**src/rtl/serial_sub_pkg.sv**
```systemverilog
// Shared definitions for the bit-serial subtractor: state encoding and the
// bit-counter width helper.
package serial_sub_pkg;

    typedef enum logic [1:0] {
        ST_IDLE  = 2'd0,
        ST_SHIFT = 2'd1,
        ST_DONE  = 2'd2
    } state_t;

    // The counter has to reach WIDTH, hence the +1.
    function automatic int cnt_width(input int width);
        return $clog2(width + 1);
    endfunction

endpackage

```
**src/rtl/full_subtractor.sv**
```systemverilog
// 1-bit full subtractor: d = x - y - bin, bo = borrow out.
module full_subtractor (
    input  logic x,
    input  logic y,
    input  logic bin,
    output logic d,
    output logic bo
);

    assign d  = x ^ y ^ bin;
    assign bo = (~x & y) | (~(x ^ y) & bin);

endmodule

```
**src/rtl/serial_subtractor.sv**
```systemverilog
// Bit-serial WIDTH-bit subtractor (diff = a - b), LSB first, start/busy/done.
// Optional signed-overflow flag enabled by macro SERIAL_SUBTRACTOR_OVF_EN.
//
// state    | meaning
// ST_IDLE  | waiting for start; results held
// ST_SHIFT | one result bit per clock, WIDTH clocks
// ST_DONE  | done pulse, results valid
module serial_subtractor
    import serial_sub_pkg::*;
#(
    parameter int WIDTH = 8
) (
    input  logic             clk,
    input  logic             rst_n,
    input  logic             start,
    input  logic [WIDTH-1:0] a,
    input  logic [WIDTH-1:0] b,
    output logic             busy,
    output logic             done,
    output logic [WIDTH-1:0] diff,
    output logic             bout,
    output logic             ovf
);

    localparam int CW = cnt_width(WIDTH);

    state_t           state;
    logic [WIDTH-1:0] a_sr;
    logic [WIDTH-1:0] b_sr;
    logic             br;
    logic [CW-1:0]    cnt;
    logic             d_bit;
    logic             bo_bit;
    logic             start_acc;
    logic             last_shift;

    full_subtractor u_fs (
        .x   (a_sr[0]),
        .y   (b_sr[0]),
        .bin (br),
        .d   (d_bit),
        .bo  (bo_bit)
    );

    assign start_acc  = (state == ST_IDLE) && start;
    assign last_shift = (state == ST_SHIFT) && (cnt == CW'(WIDTH - 1));

    always_ff @(posedge clk) begin
        if (!rst_n) begin
            state <= ST_IDLE;
            a_sr  <= '0;
            b_sr  <= '0;
            br    <= 1'b0;
            cnt   <= '0;
            busy  <= 1'b0;
            done  <= 1'b0;
            diff  <= '0;
            bout  <= 1'b0;
        end else begin
            case (state)
                ST_IDLE: begin
                    done <= 1'b0;
                    if (start) begin
                        state <= ST_SHIFT;
                        a_sr  <= a;
                        b_sr  <= b;
                        br    <= 1'b0;
                        cnt   <= '0;
                        diff  <= '0;
                        bout  <= 1'b0;
                        busy  <= 1'b1;
                    end
                end
                ST_SHIFT: begin
                    a_sr <= a_sr >> 1;
                    b_sr <= b_sr >> 1;
                    br   <= bo_bit;
                    cnt  <= cnt + CW'(1);
                    diff <= {d_bit, diff[WIDTH-1:1]};
                    if (last_shift) begin
                        state <= ST_DONE;
                        bout  <= bo_bit;
                        done  <= 1'b1;
                    end
                end
                ST_DONE: begin
                    state <= ST_IDLE;
                    done  <= 1'b0;
                    busy  <= 1'b0;
                end
                default: begin
                    state <= ST_IDLE;
                    done  <= 1'b0;
                    busy  <= 1'b0;
                end
            endcase
        end
    end

`ifdef SERIAL_SUBTRACTOR_OVF_EN
    logic a_msb;
    logic b_msb;

    // The final diff bit is d_bit on the last shift edge, so ovf lands with done.
    always_ff @(posedge clk) begin
        if (!rst_n) begin
            a_msb <= 1'b0;
            b_msb <= 1'b0;
            ovf   <= 1'b0;
        end else if (start_acc) begin
            a_msb <= a[WIDTH-1];
            b_msb <= b[WIDTH-1];
            ovf   <= 1'b0;
        end else if (last_shift) begin
            ovf <= (a_msb != b_msb) & (d_bit != a_msb);
        end
    end
`else
    assign ovf = 1'b0;
`endif

endmodule

```
**config.mk**
```make
export PLATFORM = sky130hd
export DESIGN_NAME = serial_subtractor
export DESIGN_NICKNAME = d
export VERILOG_FILES = /design/src/rtl/serial_sub_pkg.sv /design/src/rtl/full_subtractor.sv /design/src/rtl/serial_subtractor.sv
export SDC_FILE = /design/constraint.sdc
export NUM_CORES = 1
export LEC_CHECK = 0
export ABC_AREA = 1
export CAP_MARGIN = 20
export CORE_ASPECT_RATIO = 0.8
export CORE_UTILIZATION = 50
export CTS_BUF_LIST = sky130_fd_sc_hd__clkbuf_16
export DETAILED_ROUTE_END_ITERATION = 8
export GPL_TIMING_DRIVEN = 0
export HOLD_SLACK_MARGIN = 0.1
export PLACE_DENSITY = 0.74
export SYNTH_ARGS = -nofsm -noshare
export SYNTH_HDL_FRONTEND = slang
export SYNTH_SLANG_ARGS = --single-unit
```
**constraint.sdc**
```tcl
create_clock -name clk -period 1.2 [get_ports clk]
set_input_delay 0.18 -clock clk [delete_from_list [all_inputs] [get_ports clk]]
set_output_delay 0.18 -clock clk [all_outputs]
set_load 0.03 [all_outputs]
```
* After elaboration in Yosys (flattened, before gate mapping) *
Cells that the tools add are included.

word-level totals
  flip-flop bits (word level) = 34
  output and inout bits = 12
  word-level logic and storage cells = 47

cells by class
  add/subtract/negate cells = 1
  equal/unequal tests = 4
  multiplexer cells = 17
  bitwise operators = 8
  reductions and logical operators = 8

operators with widths
  operator                                        count
  one-hot mux 8 bit (2 select lines)              3
  2-to-1 mux 8 bit                                3
  one-hot mux 4 bit (2 select lines)              1
  AND reduction 2 bit                             4
  one-hot mux 1 bit (2 select lines)              3
  adder 4 x 1 -> 4 bit (second input constant)    1
  == test 4 x 3 -> 1 bit (second input constant)  1
  2-to-1 mux 2 bit                                2
  2-to-1 mux 4 bit                                1
  inequality test 2 bit (second input constant)   2
  one-hot mux 2 bit (2 select lines)              1
  2-to-1 mux 1 bit                                3
  NOT 1 bit                                       3
  AND reduction 3 bit                             1
  bitwise AND 1 bit                               2
  == test 2 x 1 -> 1 bit (second input constant)  1
  logical NOT 2 bit                               1
  nonzero test 2 bit                              1
  XOR 1 bit                                       2
  logical AND 1 bit                               1
  OR 1 bit                                        1

* Depth between registers and ports, before layout *
  depth after elaboration = 6
  mapped depth = 7
  gate-level depth less buffers = 6

* Cells and area by module *
Synthesis repeated with hierarchy kept, for this count alone.

second synthesis, totals
  cells, all modules = 210
  area total of the unflattened synthesis = 1468.9 µm²

by module, submodules not included
  module             instances  cells each  area an instance (µm²)  seq. area each (µm²)
  serial_subtractor  1          206         1437.6                  680.7
  full_subtractor    1          4           31.3                    0.0

* Least setup slack after synthesis *
OpenSTA, ideal clock, no wires.

  path type = flip-flop to flip-flop
  start = register br
  end = register bout
  setup time = 0.115 ns
  arrival time = 0.945 ns
  data required time = 1.085 ns
  setup slack = 0.140 ns
  stages on the path, launching flop included = 6
  buffers on the path = 0
  path through = dfxtp_1 -> fa_1 -> nand2_1 -> nand3_1 -> nand2_1 -> nor2_1

on the way
  cells in the longest elaborated chain, start to end = 4

ends and longest elaborated chain
  what                                RTL line                 source
  from (decl)                         serial_subtractor.sv:30  logic br;
  from (signal assigned)              serial_subtractor.sv:77  br <= bo_bit;
  bitwise AND 1 bit                   full_subtractor.sv:11    assign bo = (~x & y) | (~(x ^ y) & bin);
  OR 1 bit                            full_subtractor.sv:11
  2-to-1 mux 1 bit                    serial_subtractor.sv:80  if (last_shift) begin
  one-hot mux 1 bit (2 select lines)  serial_subtractor.sv:60  case (state)
  to (signal assigned)                serial_subtractor.sv:82  bout <= bo_bit;
  to (decl)                           serial_subtractor.sv:21  output logic bout,

No other way between the ends. The select of a mux whose other input is x is not followed.
A chain may end at the register's enable or synchronous reset.

* Final worst setup path *
  start = register state[0]
  end = register b_sr[6]

on the way
  cells in the longest elaborated chain, start to end = 3
  elaborated cells between the ends (all ways) = 6
  those cells by class = eq/ne (2); mux (1); reduce/logical (3)

ends and longest elaborated chain
  what                                                                          RTL line                 source
  from (decl)                                                                   serial_subtractor.sv:27  state_t state;
  from (signal assigned)                                                        serial_subtractor.sv:50  state <= ST_IDLE;
  from (signal assigned)                                                        serial_subtractor.sv:64  state <= ST_SHIFT;
  from (signal assigned)                                                        serial_subtractor.sv:81  state <= ST_DONE;
  == test 2 x 1 -> 1 bit / logical NOT 2 bit (equally long branches)            serial_subtractor.sv:60
  nonzero test 2 bit (no line) / inequality test 2 bit (equally long branches)  --
  AND reduction 2 bit (no line)                                                 --
  to (signal assigned)                                                          serial_subtractor.sv:76  b_sr <= b_sr >> 1;
  to (decl)                                                                     serial_subtractor.sv:29  logic [WIDTH-1:0] b_sr;

Parallel ways exist; a longest one is shown, timed or not.

==> impl_metrics.csv <==
group,metric,value,unit
cts,clk_latency,0.28,ns
critical_path,crit_fanout,10,
cts,holdBufCountCts,0,
synth,synth-async-reset-ratio,0,%
placement,io_buffers,27,
cts,cts_tree,"built",
flow_run,maxCapViolations,0,
synth,yosysTopAreaCellShare,45.7,%
timing,final_hold_viol_count,0,
synth,syn_area,1490,um^2
timing,fin_skew,0.00415,ns
synth,synth-seq-area-share,45.7,%
critical_path,critPathSlowestCell,"dfxtp_1",
cts,postCtsSetupRepairBufs,0,
floorplanning,io_pins,31,
critical_path,worstSetupEndpointType,"flop",
synth,synth_top_area_cell,"dfxtp_1",
synth,ys_top_cells_by_area,"dfxtp_1 (46%), nand2_1 (10%), nand3_1 (8.7%)",
cells_and_area,finalCoreUtilization,70.4,%
critical_path,reg2reg_setup_slack,0.03,ns
placement,place.gp.congestion,0.801,
timing,grt_setup_unrepaired,"yes",
power,p_leak,0.814,nW
critical_path,r2r-end,"b_sr[6]",
critical_path,max_stage_delay,0.37,ns
outcome,status,"finished clean",
cts,post_cts_resize_count,17,
timing,fin_crit_sh,97.8,%
placement,hpwlAfterDp,2290,um
routing,num_vias,1420,
critical_path,crit_family,"flip-flops",
routing,antenna_left,0,
placement,place_area,1810,um^2
hold_path,min_from,"rst_n",
cells_and_area,nNetsFinal,255,
synth,synth.distinct_cells,24,
synth,syn_nets,221,
critical_path,path_buf_inv,2,
floorplanning,die_x,63.0,um
synth,yosysWarnings,0,
global_route,grt_pass1_vias,1326,
global_route,grt_start_max_net_pins,11,
floorplanning,core_area,2790,um^2
global_route,antenna_found_initial,0,
hold_path,min_path_cells,3,
routing,remaining_drc_errors,0,
cts,numCtsBuffers,5,
cells_and_area,antenna_cells,0,
synth,synth-edff-count,0,
critical_path,startpoint_type,"flop",
critical_path,critPathKind,"reg -> reg",
global_route,grt_overflow_total,0,
floorplanning,die_h,50.8,um
cts,htreeDepth,2,
routing,wl_per_cell,12.3,um
routing,drt-total-wl,3370,um
critical_path,crit_start,"state[0]",
floorplanning,start_util,53.4,%
cts,ctsLongestPathBuffers,2,
cts,cts.sinks,34,
synth,synth_ff_type,"dfxtp_1",
global_route,grt_util_all_layers,23.3,%
synth,ys_ff_latch,34,
floorplanning,fp.dieArea,3200,um^2
routing,via_per_inst,5.20,
critical_path,crit_arrival,1.33,ns
routing,drt_iter0_markers,96,
power,powerDensity,1440,nW/um^2
critical_path,cp.required,1.36,ns
critical_path,rr_startpoint,"state[0]",
cells_and_area,area_growth_syn_to_layout,31.8,%
timing,max_freq,852,MHz
global_route,grt_pass1_wl,5620,um
routing,dr.pass1.iters,5,
critical_path,reg2reg_depth,6,
hold_path,hp-class,"in -> reg",
timing,drv_slew,0,
timing,setup_viol,0,
synth,synth.avg_cell_area,7.44,um^2
hold_path,holdPathEnd,"diff[4]",
cts,path_clk_slew,0.05,ns
cts,cts-root-buf,"clkbuf_16",
synth,syn_inst,200,
power,ir_drop,0.000921,V
timing,fin_crit,1.17,ns
cells_and_area,final_cell_area,1960,um^2
floorplanning,rows,17,
critical_path,path_cells,"inv_2, nor2_4, buf_4, nand2_1, o21ai_0, a21oi_2",
cells_and_area,drive_gt1_share,15.3,%
layout by cell type, fill, tap and decap left out, drive strengths merged:
master,n
nand3,26
buf,11
o21ai,20
inv,24
clkdlybuf4s50,16
o31ai,1
clkbuf,9
ha,1
clkinv,3
nor2,15
a21oi,16
nand4,1
dfxtp,34
fa,1
o22ai,5
clkdlybuf4s15,7
dlygate4sd2,1
nand2,42
conb,1
nor3,1
through the flow:
stage	total power, mW	setup TNS [ns]	worst slack, ns	std cells	hold slack, ns
finish	2.82	0	0.0265	273	0.251
global route	2.92	-0.765	-0.0586	273	0.279
CTS	2.81	0	0.000971	273	0.246
detailed placement	1.63	-0.00205	-0.00205	265	0.453
global placement	1.62	0	0.00449	265	0.441
floorplan	1.50	0	0.140	200	0.323
sequential cells by signal (all words and copies together) (netlist names):
name and cells:
bout 1, busy 1, cnt 4, diff 8
state 2, a_sr 8, br 1, b_sr 8
done 1
area by class of cell:
class / instances / area, um^2
Inverter: 24 / 90.1
Sequential cell: 34 / 686
Fill cell: 233 / 825
Timing Repair Buffer: 27 / 254
Clock buffer: 5 / 125
Multi-Input combinational cell: 130 / 664
Tap cell: 38 / 47.5
Clock inverter: 3 / 12.5
Buffer: 12 / 82.6
cell families after synthesis:
| family | Yosys count | share of synthesized area [%] |
|---|---|---|
| and+or+nand+nor | 85 | 24.5 |
| AOI/OAI and AO/OA | 42 | 16.5 |
| buffers and inverters | 36 | 10.8 |
| DFF | 34 | 45.7 |
| adders and majority gates | 2 | 2.18 |
| other | 1 | 0.252 |
layer usage:
metal  GRT usage [%]  share of wire [%]  up-vias
met2            38.9                 45       35
met1            27.0                 49      660
met3            7.14                3.8        7
li1                -                  -      718
met4            12.8                1.9        0
met5               0                  0        -
how the worst max path moves through the flow:
stage,end,slack [ns],cells past startpoint
2_1_floorplan,bout,0.14,5
3_3_place_gp,done,0.004,5
4_1_cts,diff[5],0.001,1
3_5_place_dp,diff[5],-0.002,1
5_1_grt,cnt[3],-0.06,7
6_report,b_sr[6],0.03,6
worst reg2reg max path, cell delays in order (launching register included):
cell     delay, ns
dfxtp_1       0.37
inv_2         0.07
nor2_4        0.16
buf_4         0.19
nand2_1       0.06
o21ai_0       0.11
a21oi_2       0.08
where the power goes:
part	internal (mW)	switching (mW)
sequential	1.19	0.0380
clock	0.749	0.451
combinational	0.166	0.224
total	2.10	0.712
synth_stat cells, types with 2 or more instances:
cell,count
a21oi_1,9
a21oi_2,7
buf_1,2
buf_2,6
buf_4,3
dfxtp_1,34
inv_1,21
inv_2,2
nand2_1,41
nand3_1,26
nor2_1,14
o21ai_0,9
o21ai_1,11
o22ai_1,5
(Power assumes the default switching activity.)
